--- config.mk ---
export PLATFORM = sky130hd
export DESIGN_NAME = mole_game_ctrl
export DESIGN_NICKNAME = d
export VERILOG_FILES = /design/src/rtl/mole_game_pkg.sv /design/src/rtl/ms_tick_gen.sv /design/src/rtl/mole_game_ctrl.sv
export SDC_FILE = /design/constraint.sdc
export NUM_CORES = 1
export LEC_CHECK = 0
export ABC_AREA = 0
export BUFFER_PORTS_ARGS = -buffer_cell sky130_fd_sc_hd__clkbuf_2
export CELL_PAD_IN_SITES_DETAIL_PLACEMENT = 0
export CELL_PAD_IN_SITES_GLOBAL_PLACEMENT = 1
export CORE_MARGIN = 8
export CORE_UTILIZATION = 40
export CTS_BUF_LIST = sky130_fd_sc_hd__clkbuf_16
export DETAILED_ROUTE_END_ITERATION = 8
export GPL_ROUTABILITY_DRIVEN = 0
export HOLD_SLACK_MARGIN = 0.02
export PLACE_DENSITY_LB_ADDON = 0.1
export SLEW_MARGIN = 40
export SYNTH_ARGS = -nofsm -noshare
export SYNTH_HDL_FRONTEND = slang
export SYNTH_SLANG_ARGS = --single-unit
--- constraint.sdc ---
create_clock -name clkIn -period 2.4 [get_ports clkIn]
set_input_delay 0.36 -clock clkIn [delete_from_list [all_inputs] [get_ports clkIn]]
set_output_delay 0.36 -clock clkIn [all_outputs]
set_load 0.01 [all_outputs]
--- src/rtl/mole_game_pkg.sv ---
// Shared types and constants for the whack-a-mole sequencer.
// Game FSM / mole sub-state encodings, LFSR taps and small helpers.
package mole_game_pkg;

   typedef enum logic [1:0] {
      IDLE  = 2'd0,
      PLAY  = 2'd1,
      DONE  = 2'd2,
      CLEAR = 2'd3
   } game_state_e;

   typedef enum logic {
      MOLE_GAP = 1'b0,
      MOLE_UP  = 1'b1
   } mole_state_e;

   localparam int MS_PER_S = 1000;

   // x^16 + x^14 + x^13 + x^11 + 1, shift-left Fibonacci form (bits 15,13,12,10)
   localparam logic [15:0] LFSR_TAPS = 16'hB400;

   function automatic int max3(input int a, input int b, input int c);
      int m;
      m = (a > b) ? a : b;
      return (m > c) ? m : c;
   endfunction

   function automatic logic [15:0] lfsr_step(input logic [15:0] s);
      return {s[14:0], ^(s & LFSR_TAPS)};
   endfunction

endpackage

--- src/rtl/ms_tick_gen.sv ---
// Millisecond prescaler: one-cycle tick every CLK_HZ/1000 enabled cycles.
// Synchronous clear restarts the count so the first tick lands a full period later.
module ms_tick_gen #(
   parameter int CLK_HZ = 100_000_000
) (
   input  logic clkIn,
   input  logic reset,
   input  logic enable,
   input  logic clear,
   output logic tick
);

   localparam int DIV = CLK_HZ / 1000;
   localparam int CW  = (DIV > 1) ? $clog2(DIV) : 1;
   localparam logic [CW-1:0] LAST = CW'(DIV - 1);

   logic [CW-1:0] cnt_q, cnt_d;

   always_comb begin
      cnt_d = cnt_q;
      if (clear) begin
         cnt_d = '0;
      end else if (enable) begin
         cnt_d = (cnt_q == LAST) ? '0 : cnt_q + CW'(1);
      end
   end

   always_ff @(posedge clkIn) begin
      if (!reset) begin
         cnt_q <= '0;
      end else begin
         cnt_q <= cnt_d;
      end
   end

   assign tick = enable && !clear && (cnt_q == LAST);

endmodule

--- src/rtl/mole_game_ctrl.sv ---
// Whack-a-mole top sequencer: game FSM, seconds countdown, mole scheduler,
// button edge detection and the mole-select LFSR. All outputs are registered.
module mole_game_ctrl
   import mole_game_pkg::*;
#(
   parameter int          CLK_HZ       = 100_000_000,
   parameter int          N_MOLES      = 4,
   parameter int          GAME_SECONDS = 30,
   parameter int          MOLE_UP_MS   = 800,
   parameter int          GAP_MS       = 200,
   parameter logic [15:0] LFSR_SEED    = 16'hACE1
) (
   input  logic               clkIn,
   input  logic               reset,
   input  logic               start_btn,
   input  logic [N_MOLES-1:0] hit_btn,
   output logic               game_active,
   output logic               timer_expired,
   output logic               player_scored,
   output logic [N_MOLES-1:0] mole_onehot,
   output logic [5:0]         seconds_left
);

   localparam int MSW  = $clog2(max3(MOLE_UP_MS, GAP_MS, MS_PER_S) + 1);
   localparam int IDXW = $clog2(N_MOLES);

   localparam logic [MSW-1:0]     GAP_LAST  = MSW'(GAP_MS - 1);
   localparam logic [MSW-1:0]     UP_LAST   = MSW'(MOLE_UP_MS - 1);
   localparam logic [MSW-1:0]     SEC_LAST  = MSW'(MS_PER_S - 1);
   localparam logic [5:0]         SECS_INIT = 6'(GAME_SECONDS);
   localparam logic [N_MOLES-1:0] MOLE_ONE  = N_MOLES'(1);

   game_state_e        state_q,    state_d;
   mole_state_e        mole_st_q,  mole_st_d;
   logic [5:0]         seconds_q,  seconds_d;
   logic [MSW-1:0]     ms_cnt_q,   ms_cnt_d;
   logic [MSW-1:0]     sec_ms_q,   sec_ms_d;
   logic [N_MOLES-1:0] mole_q,     mole_d;
   logic [IDXW-1:0]    prev_idx_q, prev_idx_d;
   logic               scored_q,   scored_d;
   logic               active_q,   active_d;
   logic               expired_q,  expired_d;
   logic [15:0]        lfsr_q;
   logic               start_prev_q;
   logic [N_MOLES-1:0] hit_prev_q;

   logic               start_rise;
   logic [N_MOLES-1:0] hit_rise;
   logic               hit_on_mole;
   logic               ms_tick;
   logic               play_en;
   logic               game_go;
   logic               last_second;
   logic [IDXW-1:0]    raw_idx, pick_idx;

   assign start_rise = start_btn & ~start_prev_q;

   for (genvar gi = 0; gi < N_MOLES; gi++) begin : g_hit_edge
      assign hit_rise[gi] = hit_btn[gi] & ~hit_prev_q[gi];
   end

   assign hit_on_mole = |(hit_rise & mole_q);
   assign play_en     = (state_q == PLAY);
   assign game_go     = ((state_q == IDLE) && start_rise) || (state_q == CLEAR);
   assign last_second = ms_tick && (sec_ms_q == SEC_LAST) && (seconds_q == 6'd1);

   // Never light the same mole twice in a row.
   assign raw_idx  = lfsr_q[IDXW-1:0];
   assign pick_idx = (raw_idx == prev_idx_q) ? raw_idx + IDXW'(1) : raw_idx;

   ms_tick_gen #(
      .CLK_HZ(CLK_HZ)
   ) u_ms_tick (
      .clkIn (clkIn),
      .reset (reset),
      .enable(play_en),
      .clear (game_go),
      .tick  (ms_tick)
   );

   always_comb begin
      state_d    = state_q;
      mole_st_d  = mole_st_q;
      seconds_d  = seconds_q;
      ms_cnt_d   = ms_cnt_q;
      sec_ms_d   = sec_ms_q;
      mole_d     = mole_q;
      prev_idx_d = prev_idx_q;
      scored_d   = 1'b0;

      unique case (state_q)
         IDLE:  if (start_rise) state_d = PLAY;
         CLEAR: state_d = PLAY;
         DONE:  if (start_rise) state_d = CLEAR;
         PLAY: begin
            if (ms_tick) begin
               if (sec_ms_q == SEC_LAST) begin
                  sec_ms_d = '0;
                  if (seconds_q != 6'd0) seconds_d = seconds_q - 6'd1;
               end else begin
                  sec_ms_d = sec_ms_q + MSW'(1);
               end
            end

            // Priority: game expiry beats a hit, a hit beats the UP timeout.
            if (last_second) begin
               state_d   = DONE;
               mole_d    = '0;
               mole_st_d = MOLE_GAP;
               ms_cnt_d  = '0;
            end else if ((mole_st_q == MOLE_UP) && hit_on_mole) begin
               scored_d  = 1'b1;
               mole_d    = '0;
               mole_st_d = MOLE_GAP;
               ms_cnt_d  = '0;
            end else if (ms_tick) begin
               if (mole_st_q == MOLE_GAP) begin
                  if (ms_cnt_q == GAP_LAST) begin
                     mole_d     = MOLE_ONE << pick_idx;
                     prev_idx_d = pick_idx;
                     mole_st_d  = MOLE_UP;
                     ms_cnt_d   = '0;
                  end else begin
                     ms_cnt_d = ms_cnt_q + MSW'(1);
                  end
               end else begin
                  if (ms_cnt_q == UP_LAST) begin
                     mole_d    = '0;
                     mole_st_d = MOLE_GAP;
                     ms_cnt_d  = '0;
                  end else begin
                     ms_cnt_d = ms_cnt_q + MSW'(1);
                  end
               end
            end
         end
      endcase

      if (game_go) begin
         seconds_d = SECS_INIT;
         sec_ms_d  = '0;
         ms_cnt_d  = '0;
         mole_st_d = MOLE_GAP;
         mole_d    = '0;
      end

      active_d  = (state_d == PLAY) || (state_d == DONE);
      expired_d = (state_d == DONE);
   end

   always_ff @(posedge clkIn) begin
      if (!reset) begin
         state_q    <= IDLE;
         mole_st_q  <= MOLE_GAP;
         seconds_q  <= SECS_INIT;
         ms_cnt_q   <= '0;
         sec_ms_q   <= '0;
         mole_q     <= '0;
         prev_idx_q <= '0;
         scored_q   <= 1'b0;
         active_q   <= 1'b0;
         expired_q  <= 1'b0;
         lfsr_q     <= LFSR_SEED;
      end else begin
         state_q    <= state_d;
         mole_st_q  <= mole_st_d;
         seconds_q  <= seconds_d;
         ms_cnt_q   <= ms_cnt_d;
         sec_ms_q   <= sec_ms_d;
         mole_q     <= mole_d;
         prev_idx_q <= prev_idx_d;
         scored_q   <= scored_d;
         active_q   <= active_d;
         expired_q  <= expired_d;
         lfsr_q     <= lfsr_step(lfsr_q);
      end
   end

   // Track the buttons even in reset so a level held through reset is not an edge.
   always_ff @(posedge clkIn) begin
      start_prev_q <= start_btn;
      hit_prev_q   <= hit_btn;
   end

   assign game_active   = active_q;
   assign timer_expired = expired_q;
   assign player_scored = scored_q;
   assign mole_onehot   = mole_q;
   assign seconds_left  = seconds_q;

endmodule
== Yosys cells after proc, flatten, opt, wreduce, memory -nomap -nowiden ==
Cells that the tools add are included.

* Bits in registers: 76
* Input bits: 7
* Output and inout bits: 13
* Word-level logic and storage cells: 96

* Add/sub/neg operators: 5
* Equal/unequal tests: 12
* Shift-type cells: 1
* Multiplexer cells: 26
* Bitwise operators: 16
* Reductions and logical operators: 22

{| class="wikitable"
|+ Operators by type and width
! kind !! count
|-
| 10-bit two-way mux || 7
|-
| 4-bit two-way mux || 6
|-
| 10-bit by 1-bit adder with 10-bit output, second input constant || 2
|-
| 10-bit == test, second input constant || 2
|-
| 17-bit by 1-bit adder with 17-bit output, second input constant || 1
|-
| 17-bit == test, second input constant || 1
|-
| 17-bit two-way mux || 1
|-
| 16-bit parity || 1
|-
| 10-bit by 8-bit == test with 1-bit output, second input constant || 1
|-
| 1-bit inverter || 10
|-
| 2-bit two-way mux || 4
|-
| 2-bit case mux with 4 select lines || 1
|-
| 4-bit AND reduction || 2
|-
| 1-bit two-way mux || 7
|-
| 2-bit == test, second input constant || 3
|-
| 6-bit by 1-bit == test with 1-bit output, second input constant || 1
|-
| 1-bit logical AND || 6
|-
| 6-bit AND reduction || 1
|-
| 6-bit nonzero test || 1
|-
| 6-bit by 1-bit subtractor with 6-bit output, second input constant || 1
|-
| 1-bit AND || 5
|-
| 4-bit AND || 1
|-
| 2-bit by 1-bit == test with 1-bit output, second input constant || 2
|-
| 4-bit by 1-bit inequality test with 1-bit output, second input constant || 1
|-
| 12 further kinds || 14
|}

== Depth between registers and ports, before layout ==
Gate-level depths: netlist of run 1.

* Word-level depth: 13
* Depth in mapped cells: 8
* Depth with buffers taken out: 8

== By module ==
A second synthesis of run 1 with hierarchy kept.

* Cell total of the unflattened synthesis: 364
* Area total of the unflattened synthesis: 3,420.8 µm²

{| class="wikitable"
|+ By module, submodules not included
! module !! instances !! cells each !! area an instance (µm²) !! seq. area each (µm²)
|-
| mole_game_ctrl || 1 || 272 || 2,590.0 || 1,181.1
|-
| ms_tick_gen || 1 || 92 || 830.8 || 340.3
|}

== Worst setup path after synthesis of run 1 ==
Ideal clock, no wire load.

* Path kind: flip-flop to flip-flop
* Start: reg ms_cnt_q[3]
* End: reg mole_q[3], in the netlist mole_onehot[3]
* Arrival: 2.000 ns
* Data required time: 2.327 ns
* Slack: 0.327 ns
* Stages on the path, launching flop included: 7
* Buffers on the path: 0
* Period minus slack after synthesis: 2.073 ns
* Cells stage by stage: dfxtp_1 -> or4_4 -> nor4b_4 -> a311o_2 -> a21oi_2 -> or4_1 -> a21oi_1

* Cells in the longest elaborated chain, start to end: 3
* Elaborated cells between the ends (all ways): 5
* Classes of those cells: 3 x eq/ne; 2 x reduce/logical

{| class="wikitable"
|+ RTL lines
! item !! line !! RTL
|-
| start, declared || mole_game_ctrl.sv:36 || <nowiki>logic [MSW-1:0] ms_cnt_q, ms_cnt_d;</nowiki>
|-
| start signal, assigned || mole_game_ctrl.sv:168 || <nowiki>ms_cnt_q <= ms_cnt_d;</nowiki>
|-
| 10-bit == test / 10-bit by 8-bit == test with 1-bit output (equally long branches) || mole_game_ctrl.sv:127, mole_game_ctrl.sv:118 ||
|-
| 4-bit by 1-bit inequality test with 1-bit output (no line) / 4-bit nonzero test (equally long branches) || - ||
|-
| 4-bit AND reduction (no line) (*) || - ||
|-
| end signal, assigned || mole_game_ctrl.sv:170 || <nowiki>mole_q <= mole_d;</nowiki>
|-
| end, declared || mole_game_ctrl.sv:38 || <nowiki>logic [N_MOLES-1:0] mole_q, mole_d;</nowiki>
|}

Every way passes the cells marked *; elsewhere a longest branch is shown, timed or not.
A chain may end at the register's enable or synchronous reset.

== Final worst setup path of run 1 ==
* Start: reg seconds_q[2], in the netlist seconds_left[2]
* End: reg mole_q[3], in the netlist mole_onehot[3]

* Cells in the longest elaborated chain, start to end: 4
* Elaborated cells between the ends (all ways): 7
* Classes of those cells: 2 x eq/ne; 1 x mux; 4 x reduce/logical

{| class="wikitable"
|+ RTL lines
! item !! line !! RTL
|-
| start, declared || mole_game_ctrl.sv:35 || <nowiki>logic [5:0] seconds_q, seconds_d;</nowiki>
|-
| start signal, assigned || mole_game_ctrl.sv:167 || <nowiki>seconds_q <= seconds_d;</nowiki>
|-
| 6-bit by 1-bit == test with 1-bit output (*) || mole_game_ctrl.sv:65 || <nowiki>assign last_second = ms_tick && (sec_ms_q == SEC_LAST) && (seconds_q == 6'd1);</nowiki>
|-
| 1-bit logical AND (*) || mole_game_ctrl.sv:65 ||
|-
| 4-bit by 1-bit inequality test with 1-bit output (no line) (tied with other cells) || - ||
|-
| 4-bit AND reduction (no line) || - ||
|}

Marked as above.

==> reports/summary.txt, run 1 <==
======================================================================================================
Setup Fix Bufs, Post-CTS                                                                             0
Wire length of the first global-routing pass                                                   11.6 mm
Final non-filler cell total                                                                        505
Delay contributed by the slowest stage of the critical path                                    0.55 ns
Primary flip-flop cell chosen by synthesis mapping                                        sky130_fd_sc_hd__dfxtp_1
Clock latency on the worst-skew pair                                                           0.33 ns
Number of buffers created by CTS                                                                     9
Worst voltage drop across the vdd grid                                                          537 uV
Met1 usage in global routing                                                                     0.159
Final #Nets                                                                                        409
Final setup skew                                                                            0.00383 ns
Period utilisation layout                                                                        0.882
Routed wire per std cell                                                                       13.1 um
Number of nets produced by synthesis                                                               376
Y dimension of the die                                                                          107 um
Async set-reset flop share out of synthesis                                                          0
Antenna viol nets, final                                                                             0
Final critical-path required period                                                            2.12 ns
Fillers                                                                                            834
Count of hold-fix buffers inserted at cts                                                            0
Number of optimization iterations in the first detailed-route pass                                   4
Number of buffers between clock root and the deepest sink                                            2
Worst Hold Slack                                                                              0.141 ns
Count of placed standard cells including taps                                                      489
Final Routed Wirelength                                                                        6.62 mm
Number of enable-type register cells in the synthesized netlist                                      0
List of cells traversed by the critical path                                              nor4_1 > and4_1 > a311o_2 > a21oi_2 > or4_1 > a21oi_1
Total overflow reported by the global router                                                         0
Total GRT Usage                                                                                  0.125
Worst max-slew margin expressed relative to the limit                                            0.613
Clock transition at the register clock pins on the worst setup and hold paths after CTS        0.06 ns
Top delay family on crit path                                                             simple AND/OR/NAND/NOR gates
Power density over cell area                                                               716 mW/mm^2
I/O Buffers                                                                                         19
Crit path max fanout                                                                                 5
Number of rows created at floorplan                                                                 33
Fmax                                                                                         0.473 GHz
Measured slew at the worst slew-check pin                                                     0.576 ns
Buffer cell driving the clock tree root                                                   sky130_fd_sc_hd__clkbuf_16
Average footprint of a synthesized cell                                                      9.08 um^2
Leakage power                                                                                  1.50 nW
Number of gates given a new drive strength after cts                                                 0
Number of buffers and inverters on the critical path                                                 0
Via count of the first global-routing pass                                                        2414
Busiest grt layer                                                                                 met2
Kind of end point of the critical path                                                        register
Type of the worst setup path                                                                reg -> reg
Final worst-path setup slack                                                                  0.284 ns
Status                                                                                       completed
Die area                                                                                   0.0114 mm^2
Sum of net half-perimeters after detailed placement                                            4.67 mm
Post-synthesis cell type count                                                                      46
Initial drt markers                                                                                 87
Total setup violations reported at the end of the flow                                               0
Kind of start point of the critical path                                                      register
Setup repair after global routing missed its margin                                                 no
Share of synthesized area occupied by flip-flops and latches                                     0.463
CTS tree                                                                                           yes
Via total after detailed routing                                                                  2470
Area growth syn-to-layout                                                                        17.7%
Arrival time worst endpoint                                                                    2.38 ns
Data required time at the worst endpoint                                                       2.66 ns
DIE WIDTH                                                                                       107 um
Pre-CTS WS                                                                                    0.279 ns
Share of layout cells above drive strength 1                                                     0.145
Post-route setup TNS                                                                              0 ns
Total clock sinks                                                                                   76
Global-route met2 utilization                                                                    0.195
Placed Area                                                                               0.00356 mm^2
Effective utilization at floorplan                                                               0.406
Worst min-delay path category                                                                in -> reg
Maximum number of pins on one net before global-route repair                                        23
Inserted Diodes                                                                                      0
Netlist area before placement                                                             0.00329 mm^2
Final Max Slew Viols                                                                                 0
Count of synthesis-stage warnings from yosys                                                         0
Seq cells post-synth                                                                                76
# IOs                                                                                               20
Number of antenna violations at the first check in global routing                                    0
Area inside the core boundary                                                             0.00809 mm^2
Met3 Use GR                                                                                     0.0294
Drc violations                                                                                       0
H-tree levels                                                                                        3
Design Area, Final                                                                        0.00387 mm^2
CP max stage cell                                                                         sky130_fd_sc_hd__nor4_1
Ratio of routed vias to standard cells                                                            4.89
Max-cap check violation count                                                                        0
Post-synthesis cell count                                                                          362
Final count of hold timing violations                                                                0
======================================================================================================
[report_power, final]
group          leakage, nW  internal (mW)  switching (mW)  total (mW)
Combinational        0.740         0.0386          0.0533      0.0920
Clock                0.145          0.821           0.556        1.38
Sequential           0.619           1.29          0.0132        1.30
[final cells by class]
type | instances | area (um^2) | area share
well taps | 105 | 131 | 0.0339
inverters | 9 | 33.8 | 0.00873
flip-flops and latches | 76 | 1520 | 0.393
multi-input cells | 269 | 1700 | 0.439
clock buffers | 9 | 225 | 0.0582
clock inverters | 7 | 82.6 | 0.0213
repair buffers | 30 | 178 | 0.0459
[flip-flops by register name, indices dropped and copies added (netlist names)]
name / flops
u_ms_tick.cnt_q: 17
lfsr_q: 16
ms_cnt_q: 10
sec_ms_q: 10
seconds_left: 6
hit_prev_q: 4
mole_onehot: 4
prev_idx_q: 2
state_q: 2
game_active: 1
mole_st_q: 1
player_scored: 1
start_prev_q: 1
timer_expired: 1
[path summary, 6_finish.rpt]
kind | cells past startpoint | end | start | slack [ns]
worst max register to register | 6 | mole_onehot[3] | seconds_left[2] | 0.28
worst min register to register | 1 | lfsr_q[15] | lfsr_q[14] | 0.41
worst max-delay path | 6 | mole_onehot[3] | seconds_left[2] | 0.28
worst min-delay path | 1 | start_prev_q | start_btn | 0.14
[through the flow]
| stage | power (mW) | util |
|---|---|---|
| final | 2.77 | 0.478 |
| after global routing | 2.89 | 0.478 |
| after CTS | 2.83 | 0.478 |
| after detailed placement | 1.42 | 0.440 |
| after global placement | 1.42 | 0.440 |
| after floorplan | 1.39 | - |
[cells in the final DEF (no fill, tap or decap), types with 7 or more instances in the layout]
| master | netlist | final |
|---|---|---|
| sky130_fd_sc_hd__xnor2_1 | 15 | 15 |
| sky130_fd_sc_hd__clkbuf_16 | 0 | 9 |
| sky130_fd_sc_hd__o21ai_0 | 11 | 11 |
| sky130_fd_sc_hd__nor2_1 | 58 | 58 |
| sky130_fd_sc_hd__buf_4 | 0 | 11 |
| sky130_fd_sc_hd__dfxtp_1 | 76 | 76 |
| sky130_fd_sc_hd__and3_1 | 9 | 9 |
| sky130_fd_sc_hd__mux2i_1 | 7 | 7 |
| sky130_fd_sc_hd__nand3_1 | 11 | 11 |
| sky130_fd_sc_hd__inv_1 | 9 | 9 |
| sky130_fd_sc_hd__nor4_1 | 7 | 7 |
| sky130_fd_sc_hd__nand4_1 | 15 | 15 |
| sky130_fd_sc_hd__clkbuf_2 | 0 | 19 |
| sky130_fd_sc_hd__xor2_1 | 24 | 24 |
| sky130_fd_sc_hd__a21oi_1 | 9 | 9 |
| sky130_fd_sc_hd__and2_1 | 10 | 10 |
| sky130_fd_sc_hd__ha_1 | 7 | 7 |
| sky130_fd_sc_hd__nand2b_1 | 7 | 7 |
| sky130_fd_sc_hd__nand2_1 | 31 | 31 |
[kinds of logic after synthesis]
group           count (synthesis)  synth area share
compound gates                 34            0.0670
xor+xnor                       39             0.104
fa+ha+maj                       7            0.0266
buf+inv                        17            0.0206
flops                          76             0.463
mux                             7            0.0213
simple gates                  182             0.298
[routing by layer]
metal,vias up,part of all wire
met5,-,0
met4,0,0.012
met3,6,0.028
met2,28,0.47
met1,1120,0.49
li1,1316,-
[synthesized netlist by cell type, types with 2 or more instances]
| cell | n | area (um^2) |
|---|---|---|
| sky130_fd_sc_hd__nor2_1 | 58 | 218 |
| sky130_fd_sc_hd__dfxtp_1 | 76 | 1520 |
| sky130_fd_sc_hd__xnor2_1 | 15 | 131 |
| sky130_fd_sc_hd__or2_2 | 3 | 18.8 |
| sky130_fd_sc_hd__o21a_1 | 2 | 15.0 |
| sky130_fd_sc_hd__nand2_1 | 31 | 116 |
| sky130_fd_sc_hd__and4b_1 | 2 | 20.0 |
| sky130_fd_sc_hd__nor4b_1 | 3 | 26.3 |
| sky130_fd_sc_hd__and3_1 | 9 | 56.3 |
| sky130_fd_sc_hd__nand3b_1 | 2 | 15.0 |
| sky130_fd_sc_hd__or3_1 | 2 | 12.5 |
| sky130_fd_sc_hd__ha_1 | 7 | 87.6 |
| sky130_fd_sc_hd__and2_0 | 2 | 12.5 |
| sky130_fd_sc_hd__nor4_1 | 7 | 43.8 |
| sky130_fd_sc_hd__nor3_1 | 3 | 15.0 |
| sky130_fd_sc_hd__nand3_1 | 11 | 55.1 |
| sky130_fd_sc_hd__and4_1 | 4 | 35.0 |
| sky130_fd_sc_hd__nand4_1 | 15 | 93.8 |
| sky130_fd_sc_hd__xor2_1 | 24 | 210 |
| sky130_fd_sc_hd__mux2i_1 | 7 | 70.1 |
| sky130_fd_sc_hd__o21ai_0 | 11 | 55.1 |
| sky130_fd_sc_hd__a21oi_1 | 9 | 45.0 |
| sky130_fd_sc_hd__o2111ai_1 | 3 | 26.3 |
| sky130_fd_sc_hd__and2_1 | 10 | 62.6 |
| sky130_fd_sc_hd__nand2b_1 | 7 | 43.8 |
| sky130_fd_sc_hd__clkbuf_1 | 5 | 18.8 |
| sky130_fd_sc_hd__nand4b_1 | 4 | 35.0 |
| sky130_fd_sc_hd__inv_1 | 9 | 33.8 |
| sky130_fd_sc_hd__buf_2 | 3 | 15.0 |
| sky130_fd_sc_hd__nor2b_1 | 2 | 12.5 |
No activity file was read; power rests on OpenSTA's default activity.
==> run 2: changes to the inputs <==
CORE_MARGIN = 5   (was 8)
==> reports/summary.txt, run 2 (synthesized netlist as in run 1, its figures left out) <==
======================================================================================================
Fmax                                                                                         0.469 GHz   -0.77%
Final critical-path required period                                                            2.13 ns   +0.0163 ns
FF/Latch Area                                                                             0.00152 mm^2   unchanged
Arrival time worst endpoint                                                                    2.40 ns   +0.02 ns
Critical path origin                                                                      seconds_left[2]
Count of hold-fix buffers inserted at cts                                                            0   unchanged
Clock transition at the register clock pins on the worst setup and hold paths after CTS        0.06 ns   about the same
Worst Hold Slack                                                                              0.137 ns   -0.00417 ns
Power density over cell area                                                               714 mW/mm^2   -0.26%
Worst voltage drop across the vdd grid                                                          349 uV   -35%
Inserted Diodes                                                                                      0   unchanged
Period utilisation layout                                                                        0.888   +0.00681
Area growth syn-to-layout                                                                        17.7%   about the same
Number of optimization iterations in the first detailed-route pass                                   4   unchanged
Kind of end point of the critical path                                                        register
Fillers                                                                                            808   -3.1%
Final Max Slew Viols                                                                                 0   unchanged
Flip-flop count of the largest register after layout                                                17   unchanged
Via count of the first global-routing pass                                                        2353   -2.5%
Leading registers by flop count                                                           u_ms_tick.cnt_q (17), lfsr_q (16)
Drc violations                                                                                       0   unchanged
Effective utilization at floorplan                                                               0.406   unchanged
Number of rows created at floorplan                                                                 33   unchanged
Total clock sinks                                                                                   76   unchanged
Final Routed Wirelength                                                                        6.37 mm   -3.7%
Via total after detailed routing                                                                  2490   +0.81%
Sum of net half-perimeters after detailed placement                                            4.55 mm   -2.6%
Most common library cell in the layout ignoring fill and taps                             sky130_fd_sc_hd__dfxtp_1
Kind of start point of the critical path                                                      register
Area of the multi-input gates                                                             0.00170 mm^2   unchanged
Clock latency on the worst-skew pair                                                           0.33 ns   about the same
DIE WIDTH                                                                                       101 um   -5.6%
Max-cap check violation count                                                                        0   unchanged
Type of the worst setup path                                                                reg -> reg
H-tree levels                                                                                        3   unchanged
I/O Buffers                                                                                         19   unchanged
Antenna viol nets, final                                                                             0   unchanged
Total setup violations reported at the end of the flow                                               0   unchanged
Number of buffers created by CTS                                                                     9   unchanged
Total GRT Usage                                                                                  0.140   +0.0155
Total power                                                                                    2.76 mW   -0.29%
# IOs                                                                                               20   unchanged
Pre-CTS WS                                                                                    0.267 ns   -0.0113 ns
Number of buffers between clock root and the deepest sink                                            2   unchanged
Highest-count cells in the layout ignoring fill and taps                                  sky130_fd_sc_hd__dfxtp_1, sky130_fd_sc_hd__nor2_1, sky130_fd_sc_hd__nand2_1
Die area                                                                                   0.0101 mm^2   -11%
Number of gates given a new drive strength after cts                                                 0   unchanged
Reg2Reg Launch Point                                                                      seconds_left[2]
Final worst-path setup slack                                                                  0.268 ns   -0.0163 ns
Core Util, Final                                                                                 0.478   about the same
Number of antenna violations at the first check in global routing                                    0   unchanged
CTS tree                                                                                           yes
Measured slew at the worst slew-check pin                                                     0.573 ns   -0.00266 ns
Leakage power                                                                                  1.51 nW   +0.19%
Largest register by flop count                                                            u_ms_tick.cnt_q
Origin of the worst min-delay path                                                          hit_btn[3]
Final #Nets                                                                                        409   unchanged
Final non-filler cell total                                                                        505   unchanged
Data required time at the worst endpoint                                                       2.66 ns   about the same
Buffer cell driving the clock tree root                                                   sky130_fd_sc_hd__clkbuf_16
Status                                                                                       completed
Y dimension of the die                                                                          101 um   -5.6%
Count of placed standard cells including taps                                                      489   unchanged
Final count of hold timing violations                                                                0   unchanged
Post-route setup TNS                                                                              0 ns   unchanged
Setup Fix Bufs, Post-CTS                                                                             0   unchanged
Final setup skew                                                                            0.00510 ns   +0.00127 ns
Placed Area                                                                               0.00356 mm^2   unchanged
Initial drt markers                                                                                 77   -11%
Routed wire per std cell                                                                       12.6 um   -3.7%
Worst max-slew margin expressed relative to the limit                                            0.614   +0.00179
Design Area, Final                                                                        0.00387 mm^2   about the same
Share of layout cells above drive strength 1                                                     0.145   unchanged
Total overflow reported by the global router                                                         0   unchanged
Wire length of the first global-routing pass                                                   11.3 mm   -2.6%
Area inside the core boundary                                                             0.00809 mm^2   unchanged
Maximum number of pins on one net before global-route repair                                        23   unchanged
Setup repair after global routing missed its margin                                                 no
Ratio of routed vias to standard cells                                                            4.93   +0.81%
Crit path max fanout                                                                                 5   unchanged
Worst min-delay path category                                                                in -> reg
======================================================================================================
-- run 2: changes by cell type in the layout (fill, tap and decap cells not counted), sizes merged --
cell and change:
inv +1, clkinvlp -1
-- run 2: critical path: stages, from the launching register on --
cell                      delay (ns)
sky130_fd_sc_hd__dfxtp_1        0.34
sky130_fd_sc_hd__nor4_1         0.55
sky130_fd_sc_hd__and4_1         0.35
sky130_fd_sc_hd__a311o_2        0.15
sky130_fd_sc_hd__a21oi_2        0.06
sky130_fd_sc_hd__or4_1          0.47
sky130_fd_sc_hd__a21oi_1        0.14
-- run 2: final timing paths --
path                                        to  slack, ns  cells after the start
worst max-delay path            mole_onehot[3]       0.27                      6
worst min-delay path             hit_prev_q[3]       0.14                      1
worst max register to register  mole_onehot[3]       0.27                      6
worst min register to register      lfsr_q[10]       0.41                      1
-- run 2: cell type report --
cell class,count,share of cell area
clock buffer,9,0.0582
clock inverter,7,0.0210
inverter,9,0.00873
multi-input combinational,269,0.439
sequential,76,0.393
tap,105,0.0340
timing repair buffer,30,0.0459
-- run 2: power breakdown --
group | switching, mW | internal (mW)
logic | 0.0533 | 0.0385
clock network | 0.548 | 0.821
registers | 0.0128 | 1.29
-- run 2: per-layer routing --
metal / GRT usage / routed length (um) / vias up
li1: - / - / 1317
met3: 0.0374 / 154 / 4
met1: 0.190 / 3280 / 1151
met2: 0.212 / 2880 / 18
met5: 0 / 0 / -
met4: 0.0560 / 53 / 0
==> run 3: changes to the inputs <==
CORE_UTILIZATION = 30   (was 40)
RECOVER_POWER = 100   (was default)
==> reports/summary.txt, run 3 (synthesized netlist as in run 1, its figures left out) <==
======================================================================================================
Kind of start point of the critical path                                                      register
Data required time at the worst endpoint                                                       2.63 ns   -0.03 ns
Met1 usage in global routing                                                                     0.166   -0.0236
Pre-CTS WS                                                                                    0.255 ns   -0.0121 ns
Worst max-slew margin expressed relative to the limit                                            0.497   -0.118
Origin of the worst min-delay path                                                           start_btn
Number of optimization iterations in the first detailed-route pass                                   4   unchanged
Worst reg-to-reg path cell count                                                                     9   +3
Initial drt markers                                                                                 84   +9.1%
Worst-case register-to-register setup slack                                                    0.20 ns   -0.07 ns
Busiest grt layer                                                                                 met2
Total setup violations reported at the end of the flow                                               0   unchanged
Measured slew at the worst slew-check pin                                                     0.755 ns   +0.182 ns
Setup Fix Bufs, Post-CTS                                                                             0   unchanged
Worst Hold Path Cells                                                                                1   unchanged
Area inside the core boundary                                                              0.0108 mm^2   +33%
Final non-filler cell total                                                                        544   +7.7%
Final #Nets                                                                                        413   +0.98%
Total power                                                                                    2.74 mW   -0.99%
Leading registers by flop count                                                           u_ms_tick.cnt_q (17), lfsr_q (16)
Fmax                                                                                         0.454 GHz   -3.3%
Drc violations                                                                                       0   unchanged
Share of layout cells above drive strength 1                                                     0.101   -0.0435
Max-cap check violation count                                                                        0   unchanged
DIE WIDTH                                                                                       115 um   +14%
Buffer cell driving the clock tree root                                                   sky130_fd_sc_hd__clkbuf_16
Largest register by flop count                                                            u_ms_tick.cnt_q
Count of hold-fix buffers inserted at cts                                                            0   unchanged
Most common library cell in the layout ignoring fill and taps                             sky130_fd_sc_hd__dfxtp_1
Period utilisation layout                                                                        0.918   +0.0300
Number of buffers created by CTS                                                                     9   unchanged
Sum of net half-perimeters after detailed placement                                            5.02 mm   +10%
Type of the worst setup path                                                                reg -> reg
Leakage power                                                                                  1.46 nW   -3.3%
Hold EP                                                                                   start_prev_q
Power density over cell area                                                               705 mW/mm^2   -1.3%
Area growth syn-to-layout                                                                        18.0%
Kind of end point of the critical path                                                        register
Arrival time worst endpoint                                                                    2.43 ns   +0.03 ns
Number of rows created at floorplan                                                                 38   +15%
Number of gates given a new drive strength after cts                                                 0   unchanged
Fillers                                                                                           1093   +35%
CTS tree                                                                                           yes
Final critical-path required period                                                            2.20 ns   +0.0719 ns
Final Max Slew Viols                                                                                 0   unchanged
Wire length of the first global-routing pass                                                   12.3 mm   +9.1%
# IOs                                                                                               20   unchanged
Total clock sinks                                                                                   76   unchanged
Highest-count cells in the layout ignoring fill and taps                                  sky130_fd_sc_hd__dfxtp_1, sky130_fd_sc_hd__nor2_1, sky130_fd_sc_hd__nand2_1
I/O Buffers                                                                                         19   unchanged
Maximum number of pins on one net before global-route repair                                        23   unchanged
Total overflow reported by the global router                                                         0   unchanged
Global-route met2 utilization                                                                    0.171   -0.0410
Setup repair after global routing missed its margin                                                 no
Final setup skew                                                                            0.00723 ns   +0.00213 ns
Number of buffers between clock root and the deepest sink                                            2   unchanged
Critical path origin                                                                      seconds_left[1]
Total GRT Usage                                                                                  0.118   -0.0222
Ratio of routed vias to standard cells                                                            4.62   -6.3%
Worst min-delay path category                                                                in -> reg
Worst voltage drop across the vdd grid                                                          432 uV   +24%
Met3 Use GR                                                                                     0.0412   +0.00386
Inserted Diodes                                                                                      0   unchanged
Via count of the first global-routing pass                                                        2478   +5.3%
FF-to-FF End                                                                              mole_onehot[1]
Final count of hold timing violations                                                                0   unchanged
Worst Hold Slack                                                                              0.144 ns   +0.00684 ns
H-tree levels                                                                                        3   unchanged
Number of antenna violations at the first check in global routing                                    0   unchanged
Effective utilization at floorplan                                                               0.305   -0.102
Crit path max fanout                                                                                 4   -1
Final Routed Wirelength                                                                        6.96 mm   +9.2%
Flip-flop count of the largest register after layout                                                17   unchanged
Via total after detailed routing                                                                  2513   +0.92%
Reg2Reg Launch Point                                                                      seconds_left[1]
Count of placed standard cells including taps                                                      528   +8.0%
Y dimension of the die                                                                          115 um   +14%
Die area                                                                                   0.0131 mm^2   +30%
Status                                                                                       completed
Clock latency on the worst-skew pair                                                           0.33 ns   about the same
Antenna viol nets, final                                                                             0   unchanged
Clock transition at the register clock pins on the worst setup and hold paths after CTS        0.06 ns   about the same
Final worst-path setup slack                                                                  0.196 ns   -0.0719 ns
Routed wire per std cell                                                                       12.8 um   +1.4%
Post-route setup TNS                                                                              0 ns   unchanged
======================================================================================================
## run 3: per-stage QoR
step	utilization	area, um^2
3_3_place_gp	0.337	3640
5_1_grt	0.359	3880
3_5_place_dp	0.337	3640
2_1_floorplan	-	3290
6_report	0.359	3880
4_1_cts	0.365	3940
## run 3: routing by layer
metal / wire length (um) / part of all wire
met4: 79 / 0.011
met3: 208 / 0.030
met2: 2930 / 0.42
met1: 3740 / 0.54
met5: 0 / 0
## run 3: area by class of cell
cell class / count / area [um^2] / area share
multi-input combinational: 269 / 1680 / 0.433
sequential: 76 / 1520 / 0.392
clock buffer: 9 / 225 / 0.0580
tap: 140 / 175 / 0.0451
timing repair buffer: 34 / 169 / 0.0435
clock inverter: 7 / 73.8 / 0.0190
inverter: 9 / 33.8 / 0.00871
## run 3: worst max-delay path: stages, from the launching register on
cell and delay, ns:
sky130_fd_sc_hd__dfxtp_1 0.37, sky130_fd_sc_hd__inv_1 0.09, sky130_fd_sc_hd__ha_1 0.18, sky130_fd_sc_hd__and3_1 0.19, sky130_fd_sc_hd__and4_1 0.24, sky130_fd_sc_hd__a311o_2 0.33
sky130_fd_sc_hd__a21oi_1 0.19, sky130_fd_sc_hd__clkbuf_1 0.25, sky130_fd_sc_hd__mux2i_1 0.21, sky130_fd_sc_hd__nor2_1 0.05
## run 3: worst max-delay path by stage
| stage | end | slack, ns | cells past startpoint |
|---|---|---|---|
| after floorplan | mole_onehot[3] | 0.33 | 6 |
| after CTS | ms_cnt_q[9] | 0.23 | 7 |
| final | mole_onehot[1] | 0.20 | 9 |
| after global routing | mole_onehot[2] | 0.02 | 9 |
| after global placement | mole_onehot[3] | 0.28 | 6 |
| after detailed placement | ms_cnt_q[9] | 0.26 | 7 |
## run 3: where the power goes
part / internal [mW] / leakage (nW) / switching [mW]
Sequential: 1.29 / 0.619 / 0.0129
Clock: 0.810 / 0.148 / 0.534
Combinational: 0.0355 / 0.691 / 0.0542
Total: 2.13 / 1.46 / 0.601
